$ cat src/rtl/ram_pkg.sv
// Shared types for the two-requester RAM arbiter.
package ram_pkg;

    localparam int NUM_REQ = 2;

    // Arbiter FSM states.
    typedef enum logic {
        INIT  = 1'b0,
        SERVE = 1'b1
    } arb_state_t;

    // Requester identifier (0 or 1).
    typedef logic req_id_t;

endpackage

$ cat src/rtl/rd_tag_pipe.sv
// Read tag shift register: carries {valid, requester id} for each read from
// its grant cycle to the cycle its RAM data appears, RD_LATENCY stages deep.
import ram_pkg::*;

module rd_tag_pipe #(
    parameter int RD_LATENCY = 2
) (
    input  logic    clk,
    input  logic    rst,
    input  logic    i_valid,
    input  req_id_t i_id,
    output logic    o_valid,
    output req_id_t o_id
);

    logic [RD_LATENCY-1:0] r_valid;
    req_id_t               r_id [RD_LATENCY];

    // Advance every tag one stage per cycle; reset drops all in-flight reads.
    always_ff @(posedge clk) begin
        if (!rst) begin
            r_valid <= '0;
            for (int i = 0; i < RD_LATENCY; i++) begin
                r_id[i] <= '0;
            end
        end else begin
            r_valid[0] <= i_valid;
            r_id[0]    <= i_id;
            for (int i = 1; i < RD_LATENCY; i++) begin
                r_valid[i] <= r_valid[i-1];
                r_id[i]    <= r_id[i-1];
            end
        end
    end

    assign o_valid = r_valid[RD_LATENCY-1];
    assign o_id    = r_id[RD_LATENCY-1];

endmodule

$ cat src/rtl/ram_arbiter.sv
// Round-robin arbiter giving two requesters access to one single-port RAM.
// Build macro RAM_ARBITER_INIT_EN: when defined, the RAM is swept to zero
// (one word per cycle) after every reset before requests are accepted.
//
// state | meaning
// INIT  | zero-fill sweep in progress, no grants, busy high
// SERVE | arbitrating requests, one grant per cycle at most
import ram_pkg::*;

module ram_arbiter #(
    parameter int MEM_WIDTH  = 16,
    parameter int MEM_DEPTH  = 1024,
    parameter int ADDR_SIZE  = 10,
    parameter int RD_LATENCY = 2
) (
    input  logic                     clk,
    input  logic                     rst,
    input  logic [1:0]               req,
    input  logic [1:0]               we,
    input  logic [2*ADDR_SIZE-1:0]   addr,
    input  logic [2*MEM_WIDTH-1:0]   wdata,
    output logic [1:0]               gnt,
    output logic [1:0]               rvalid,
    output logic [MEM_WIDTH-1:0]     rdata,
    output logic                     busy,
    output logic [MEM_WIDTH-1:0]     ram_din,
    output logic [ADDR_SIZE-1:0]     ram_addr,
    output logic                     ram_wr_en,
    output logic                     ram_rd_en,
    output logic                     ram_blk_select,
    output logic                     ram_addr_en,
    output logic                     ram_dout_en,
    input  logic [MEM_WIDTH-1:0]     ram_dout
);

    arb_state_t             w_state;
    logic                   w_init_wr;
    logic [ADDR_SIZE-1:0]   w_init_addr;
    logic [1:0]             w_gnt;
    logic                   w_any;
    req_id_t                w_gnt_id;
    req_id_t                r_last;
    logic                   w_tag_valid;
    req_id_t                w_tag_id;

`ifdef RAM_ARBITER_INIT_EN
    localparam logic [ADDR_SIZE-1:0] LAST_ADDR = ADDR_SIZE'(MEM_DEPTH - 1);

    arb_state_t             r_state;
    logic [ADDR_SIZE-1:0]   r_init_cnt;

    // Sweep counter walks 0..MEM_DEPTH-1, then hands over to SERVE.
    always_ff @(posedge clk) begin
        if (!rst) begin
            r_state    <= INIT;
            r_init_cnt <= '0;
        end else if (r_state == INIT) begin
            r_init_cnt <= r_init_cnt + ADDR_SIZE'(1);
            if (r_init_cnt == LAST_ADDR) begin
                r_state <= SERVE;
            end
        end
    end

    assign w_state     = r_state;
    assign w_init_wr   = rst && (r_state == INIT);
    assign w_init_addr = r_init_cnt;
`else
    assign w_state     = SERVE;
    assign w_init_wr   = 1'b0;
    assign w_init_addr = '0;
`endif

    assign busy = (w_state == INIT);

    // Round-robin pick: on a tie the requester not granted last wins.
    always_comb begin
        w_gnt = 2'b00;
        if (rst && (w_state == SERVE)) begin
            if (req == 2'b11) begin
                w_gnt = r_last ? 2'b01 : 2'b10;
            end else begin
                w_gnt = req;
            end
        end
    end

    assign gnt      = w_gnt;
    assign w_any    = |w_gnt;
    assign w_gnt_id = w_gnt[1];

    // Remember the last winner; reset points at requester 1 so 0 wins the first tie.
    always_ff @(posedge clk) begin
        if (!rst) begin
            r_last <= 1'b1;
        end else if (w_any) begin
            r_last <= w_gnt_id;
        end
    end

    // RAM command mux: sweep write during INIT, granted slice during SERVE.
    always_comb begin
        ram_blk_select = 1'b0;
        ram_wr_en      = 1'b0;
        ram_rd_en      = 1'b0;
        ram_addr       = w_gnt_id ? addr[2*ADDR_SIZE-1:ADDR_SIZE] : addr[ADDR_SIZE-1:0];
        ram_din        = w_gnt_id ? wdata[2*MEM_WIDTH-1:MEM_WIDTH] : wdata[MEM_WIDTH-1:0];
        if (w_init_wr) begin
            ram_blk_select = 1'b1;
            ram_wr_en      = 1'b1;
            ram_addr       = w_init_addr;
            ram_din        = '0;
        end else if (w_any) begin
            ram_blk_select = 1'b1;
            ram_wr_en      = we[w_gnt_id];
            ram_rd_en      = ~we[w_gnt_id];
        end
    end

    assign ram_addr_en = 1'b1;
    assign ram_dout_en = 1'b1;

    rd_tag_pipe #(
        .RD_LATENCY (RD_LATENCY)
    ) u_rd_tag_pipe (
        .clk     (clk),
        .rst     (rst),
        .i_valid (w_any & ~we[w_gnt_id]),
        .i_id    (w_gnt_id),
        .o_valid (w_tag_valid),
        .o_id    (w_tag_id)
    );

    // Tags still in the pipe during reset are masked until the clearing edge.
    assign rvalid = (rst && w_tag_valid) ? (w_tag_id ? 2'b10 : 2'b01) : 2'b00;
    assign rdata  = ram_dout;

endmodule

$ cat config.mk
export PLATFORM = sky130hd
export DESIGN_NAME = ram_arbiter
export DESIGN_NICKNAME = d
export VERILOG_FILES = /design/src/rtl/ram_pkg.sv /design/src/rtl/rd_tag_pipe.sv /design/src/rtl/ram_arbiter.sv
export SDC_FILE = /design/constraint.sdc
export NUM_CORES = 1
export LEC_CHECK = 0
export ABC_AREA = 1
export BUFFER_PORTS_ARGS = -buffer_cell sky130_fd_sc_hd__buf_4
export CORE_MARGIN = 10
export CORE_UTILIZATION = 28
export CTS_BUF_LIST = sky130_fd_sc_hd__clkbuf_8
export CTS_CLUSTER_DIAMETER = 50
export DETAILED_ROUTE_END_ITERATION = 8
export PLACE_DENSITY = 0.92
export SLEW_MARGIN = 10
export SYNTH_ARGS = -nofsm -noshare
export SYNTH_HDL_FRONTEND = slang
export SYNTH_SLANG_ARGS = --single-unit
export TNS_END_PERCENT = 1
$ cat constraint.sdc
create_clock -name clk -period 1.3 [get_ports clk]
set_input_delay 0.195 -clock clk [delete_from_list [all_inputs] [get_ports clk]]
set_output_delay 0.195 -clock clk [all_outputs]
set_load 0.05 [all_outputs]
==> flow_summary.yaml, run 1 <==
pwr:
  ir_drop_mv: 0.6298
  switchingPower_w: 0.0005539
  intPower_w: 0.0007123
  clockPowerShare_pct: 21.6
  cellLeakagePower_nw: 0.9889
  pwr_density_cell_nw_per_um2: 773.1
  comb_power_share_pct: 65.2
  p_total_w: 0.001266
  swShare_pct: 43.75
  seq_power_share_pct: 13.2
critical_path:
  crit_arrival_ns: 1.25
  crit_chain: "nand2_2 > nand2_4 > buf_12 > clkinv_16 > nand2_1 > nand2_1 > buf_6"
  crit_fanout: 27
  r2r-start: "r_last$_SDFFE_PN1P_"
  critPathMostFrequentCell: "nand2_1"
  worstSetupPathType: "reg2out"
  cp_slowest_cell: "dfxtp_2"
  crit_start: "r_last$_SDFFE_PN1P_"
  slowest_delay_ns: 0.32
  cp-end-kind: "output pin"
  endpoint: "ram_din[6]"
  required_ns: 1.11
  r2r_cells: 6
  cp-start-kind: "flip-flop"
  r2r_end: "u_rd_tag_pipe.r_valid[0]$_SDFF_PN0_"
  rrSetupSlack_ns: 0.33
floorplanning:
  boundaryPins: 126
  core_sq_um: 2522
  num_rows: 18
  die_area_sq_um: 5152
  start_util_pct: 29.76
  chipWidth_um: 71.78
  dieHeight_um: 71.78
clocking:
  tritoncts: "done"
  cts_buffers: 3
  hold_buffers: 0
  cts_max_level: 1
  clk_pin_slew_ns: 0.03
  clockBufferDepth: 2
  cts_sinks: 5
  clk_latency_ns: 0.22
  cts_root_buf: "clkbuf_8"
final_layout:
  num_antenna_cells: 0
  syn_to_final_growth_pct: 118.2
  drive_gt1_share_pct: 53.98
  utilization_pct: 64.93
  final_common_cell: "nand2_1"
  final_cell_mix: "nand2_1, buf_4, buf_6"
  fill_cells: 217
  fin_area_sq_um: 1638
  final_nets: 301
routing:
  wl_um: 3293
  vias: 1049
  viasPerCell: 4.098
  post_drt_wl_per_cell_um: 12.86
  drtIter0Drc: 35
  drtPass1Iterations: 4
  drc: 0
  postRouteAntennaNets: 0
grt:
  grt_max_degree: 28
  grt_pass1_wl_um: 4995
  grt_pass1_vias: 1118
  antenna_found_initial: 0
  track_usage_pct: 11.98
  grt_overflow: 0
timing:
  setup-violations-final: 29
  clock_skew_ns: 0.0008102
  setup_ws_ns: -0.1478
  timing.final.crit_share_pct: 111.4
  rsz0062_at_grt: "yes"
  slew_viol_final: 0
  fin_hold_ws_ns: 0.2305
  fmax_mhz: 690.7
  period_minus_slack_ns: 1.448
  hold_violations: 0
  tns_ns: -3.643
run:
  timing.max_cap.violations: 0
run_status:
  violations: "negative setup slack"
  status: "complete, but fails checks"
synthesis:
  mappedNetlistArea_sq_um: 750.7
  synth_warnings: 0
  yosysSeqAreaShare_pct: 13.33
  synth_fa_ha_area_share_pct: 0
  ys_types: 15
  synth-compound-area-share_pct: 1.667
  synth_xor_xnor_area_share_pct: 0
  yosys.area_share.simple_pct: 51.33
  synth_mux_area_share_pct: 0
  synth_area_per_cell_sq_um: 5.250
  synth_top_family_by_area: "simple AND/OR/NAND/NOR gates"
  yosys_register_bits: 5
  netlist_instances: 143
worst_hold_path:
  hold_depth: 2
  hp-class: "in2reg"
place:
  dpl.hpwl_um: 2564
  dpl_cell_area_sq_um: 1315
  io_buffers: 90
  place.gp.congestion: 0.6982
==> synth_stat cells <==
library cell | instances | area share, %
dfxtp_1 | 5 | 13
inv_4 | 1 | 0.83
nand3_1 | 2 | 1.3
conb_1 | 2 | 1.0
clkinv_2 | 1 | 0.67
buf_4 | 20 | 20
inv_1 | 9 | 4.5
nor2_1 | 6 | 3.0
buf_6 | 4 | 6.0
nand2_1 | 86 | 43
o211ai_1 | 1 | 1.0
o21ai_0 | 1 | 0.67
buf_2 | 1 | 0.67
nand2_2 | 3 | 2.5
nand2_4 | 1 | 1.5
==> flip-flops by register name, summed over array words and instances, names as in the netlist <==
register,count
r_last,1
u_rd_tag_pipe.r_id,2
u_rd_tag_pipe.r_valid,2
==> layer usage <==
| metal | vias to the layer above | wire length, um | GRT usage, % | share of wire, % |
|---|---|---|---|---|
| met4 | 0 | 60 | 6.022 | 1.8 |
| met5 | - | 0 | 0 | 0 |
| met3 | 6 | 535 | 8.678 | 16 |
| li1 | 563 | - | - | - |
| met1 | 415 | 1076 | 10.63 | 33 |
| met2 | 65 | 1620 | 19.90 | 49 |
==> critical path, delay by kind of cell, from the launching register on <==
family	cells	cell delay, ns
buf+inv	3	0.37
simple gates	4	0.32
flops	1	0.32
==> cells by family (layout without fill, tap and decap cells) <==
kind of cell / count (synthesis) / after routing
compound gates: 2 / 2
simple gates: 98 / 98
buf+inv: 36 / 118
flops: 5 / 5
other cells: 2 / 3
==> final cells by class <==
class                   count  area, sq um  share of cell area [%]
repair buffers            103        948.4                   57.91
multi-input cells         103        436.7                   26.66
flip-flops and latches      5        101.3                   6.188
inverters                  11        68.82                   4.202
clock buffers               3        41.29                   2.521
well taps                  30        37.54                   2.292
clock inverters             1        3.754                  0.2292
==> worst min path at each step <==
stage | from | endpoint | slack (ns)
detailed placement | ram_dout[0] | rdata[0] | 0.39
CTS | req[0] | r_last$_SDFFE_PN1P_ | 0.22
finish | req[0] | r_last$_SDFFE_PN1P_ | 0.23
floorplan | rst | u_rd_tag_pipe.r_id[0][1]$_SDFF_PN0_ | 0.29
global placement | ram_dout[0] | rdata[0] | 0.39
global route | req[0] | r_last$_SDFFE_PN1P_ | 0.22
==> stage by stage <==
| step | setup slack [ns] | instances |
|---|---|---|
| 2_1_floorplan | -0.03709 | 144 |
| 3_3_place_gp | -0.08424 | 244 |
| 3_5_place_dp | -0.08365 | 244 |
| 4_1_cts | -0.1509 | 255 |
| 5_1_grt | -0.2241 | 256 |
| 6_report | -0.1478 | 256 |
==> repair_timing <==
item | CTS | global route
pin swaps | 1 | 1
setup buffers | 5 | 1
gates cloned | 2 | 0
endpoints found under the setup margin | 30 | 29
gates resized for setup | 44 | 10
==> power groups by stage <==
stage | registers [W] | clock network, W | logic, W
after CTS | 0.000167 | 0.000282 | 0.000821
final | 0.000167 | 0.000274 | 0.000825
after global routing | 0.000168 | 0.000300 | 0.000875
after detailed placement | 0.000168 | 0 | 0.000710
after global placement | 0.000168 | 0 | 0.000706
after floorplan | 0.000168 | 0 | 0.000575
Note: power is estimated with default switching activity, not from simulation.
==> inputs of run 2 (changes only) <==
- SYNTH_HIERARCHICAL: unset -> 1
==> run 2 against run 1 <==
Against the previous run: the run still ends with negative setup slack left; worst setup slack better by 0.016 ns; first-iteration DRC count is 40% lower; clock skew hardly changed; critical path type unchanged; largest cell class unchanged; wire length is 0.67% higher; maximum frequency is 1.1% higher; worst hold slack better by 0.0063 ns; synthesized cell count is 0.70% higher; combinational power is 4.5% lower; final area is 6.7% lower; non-clock buffer count is 5 lower; sequential power hardly changed.
==> flow_summary.yaml, run 2 <==
pwr:
  seq_power_share_pct: 13.4
  cellLeakagePower_nw: 0.9491
  comb_power_share_pct: 64.0
  switchingPower_w: 0.0005476
  swShare_pct: 44.48
  intPower_w: 0.0006836
  ir_drop_mv: 0.8233
  clockPowerShare_pct: 22.6
  pwr_density_cell_nw_per_um2: 805.9
critical_path:
  crit_chain: "nand2_2 > nand2_4 > buf_6 > nand2_2 > nand2_2 > nor2_4 > buf_8"
  cp_slowest_cell: "dfxtp_2"
  critPathTopFamily: "simple AND/OR/NAND/NOR gates"
  cp-end-kind: "output pin"
  critPathMostFrequentCell: "nand2_2"
  cp-start-kind: "flip-flop"
  rrSetupSlack_ns: 0.19
  crit_fanout: 4
  slowest_delay_ns: 0.31
  r2r-start: "r_last$_SDFFE_PN1P_"
  worstSetupPathType: "reg2out"
  crit_start: "r_last$_SDFFE_PN1P_"
  crit_arrival_ns: 1.24
  critPathBufInv: 2
  required_ns: 1.11
clocking:
  clockBufferDepth: 2
  cts_max_level: 1
  cts_root_buf: "clkbuf_8"
  clk_pin_slew_ns: 0.03
  tritoncts: "done"
  clk_latency_ns: 0.22
  cts_buffers: 3
  cts_sinks: 5
final_layout:
  reg_top3: "u_rd_tag_pipe/r_id (2), u_rd_tag_pipe/r_valid (2), r_last (1)"
  fill_cells: 222
  final_common_cell: "nand2_1"
  drive_gt1_share_pct: 50.22
  num_antenna_cells: 0
  final_nets: 298
  syn_to_final_growth_pct: 104.2
  fin_area_sq_um: 1528
  final_cell_mix: "nand2_1, buf_4, buf_6"
timing:
  setup-violations-final: 28
  hold_violations: 0
  fin_hold_ws_ns: 0.2368
  timing.final.crit_share_pct: 110.2
  rsz0062_at_grt: "yes"
  fmax_mhz: 698.2
  tns_ns: -2.708
  setup_ws_ns: -0.1323
  period_minus_slack_ns: 1.432
  slew_viol_final: 0
  clock_skew_ns: 0.0006450
routing:
  vias: 1072
  postRouteAntennaNets: 0
  drtPass1Iterations: 4
  drtIter0Drc: 21
  viasPerCell: 4.237
  wl_um: 3315
  post_drt_wl_per_cell_um: 13.10
  drc: 0
grt:
  track_usage_pct: 11.90
  antenna_found_initial: 0
  grt_pass1_vias: 1146
  grt_overflow: 0
  grt_pass1_wl_um: 5050
  grt_max_degree: 29
synthesis:
  ys.flop_type: "dfxtp_1"
  synth_edf_count: 0
  synth_xor_xnor_area_share_pct: 0
  synth_warnings: 6
  yosysTopAreaCellShare_pct: 44.65
  synth_commonest_cells: "nand2_1, buf_4, inv_1"
  yosysMostFrequentCell: "nand2_1"
  yosys-top-cells-area: "nand2_1, buf_4, dfxtp_1"
  synth_fa_ha_area_share_pct: 0
  synth-compound-area-share_pct: 1.672
  mappedNetlistArea_sq_um: 748.2
  ys_types: 14
  yosys_register_bits: 5
  netlist_instances: 144
  synth_mux_area_share_pct: 0
  yosys.area_share.simple_pct: 51.00
  synth_top_family_by_area: "simple AND/OR/NAND/NOR gates"
  synth_top_area_cell: "nand2_1"
  synthArstFlopShare_pct: 0
  synth_area_per_cell_sq_um: 5.196
  yosysSeqAreaShare_pct: 13.38
place:
  dpl.hpwl_um: 2676
  pre_cts_ws_ns: 0.01451
  dpl_cell_area_sq_um: 1324
  io_buffers: 90
  place.gp.congestion: 0.6937
run:
  timing.max_cap.violations: 0
floorplanning:
  dieHeight_um: 71.70
  core_sq_um: 2522
  boundaryPins: 126
  die_area_sq_um: 5140
  start_util_pct: 29.66
  num_rows: 18
  chipWidth_um: 71.70
worst_hold_path:
  min_from: "req[1]"
  hp-class: "in2reg"
run_status:
  status: "complete, but fails checks"
  violations: "negative setup slack"
## run 2: cell count changes after synthesis, sizes merged
cell	change
clkinv	-1
nor2	-1
inv	+2
buf	-1
nand2	+2
## run 2: stage by stage
step | util, % | power, W | cells
6_report | 60.57 | 0.001231 | 253
4_1_cts | 60.02 | 0.001234 | 253
3_3_place_gp | 52.48 | 0.0008709 | 248
2_1_floorplan | - | 0.0007325 | 145
3_5_place_dp | 52.48 | 0.0008769 | 248
5_1_grt | 60.57 | 0.001297 | 253
## run 2: logic make-up after synthesis
| group | after synthesis |
|---|---|
| buf+inv | 36 |
| simple gates | 99 |
| other cells | 2 |
| compound gates | 2 |
| flops | 5 |
## run 2: worst register-to-register path: stages (launching register included)
cell	delay [ns]
dfxtp_2	0.31
nand2_2	0.09
nand2_4	0.10
buf_6	0.14
nand2_2	0.06
nand2_2	0.06
nor2_4	0.10
buf_4	0.12
nand2_1	0.04
inv_1	0.04
## run 2: per-layer routing
metal  track usage (%)  share of wire, %  vias to the layer above
li1                  -                 -                      554
met2             21.37                47                       67
met3             8.402                17                        9
met4             4.516               1.3                        0
met5                 0                 0                        -
met1             9.953                35                      442
## run 2: power groups by stage
stage / sequential, W / clock, W / combinational, W
finish: 0.000164 / 0.000278 / 0.000788
global route: 0.000165 / 0.000296 / 0.000837
CTS: 0.000164 / 0.000285 / 0.000784
detailed placement: 0.000166 / 0 / 0.000711
global placement: 0.000166 / 0 / 0.000705
floorplan: 0.000165 / 0 / 0.000567
## run 2: timing repair
item                       in CTS  in global routing
resized for setup              38                  4
setup endpoints to repair      29                 29
hold buffers                    0                  0
setup buffers                   1                  0
pin swaps                       3                  1
## run 2: worst paths after layout
path | depth (start not counted) | endpoint
worst max-delay path | 7 | ram_rd_en
worst min-delay path | 3 | r_last$_SDFFE_PN1P_
worst max register to register | 9 | u_rd_tag_pipe/r_valid[0]$_SDFF_PN0_
worst min register to register | 2 | u_rd_tag_pipe/r_valid[1]$_SDFF_PN0_
## run 2: final cells by class
class	instances	area [sq um]	area share, %
repair buffers	98	863.3	56.51
multi-input cells	104	427.9	28.01
flip-flops and latches	5	101.3	6.634
inverters	12	52.55	3.440
clock buffers	3	41.29	2.703
well taps	30	37.54	2.457
clock inverters	1	3.754	0.2457
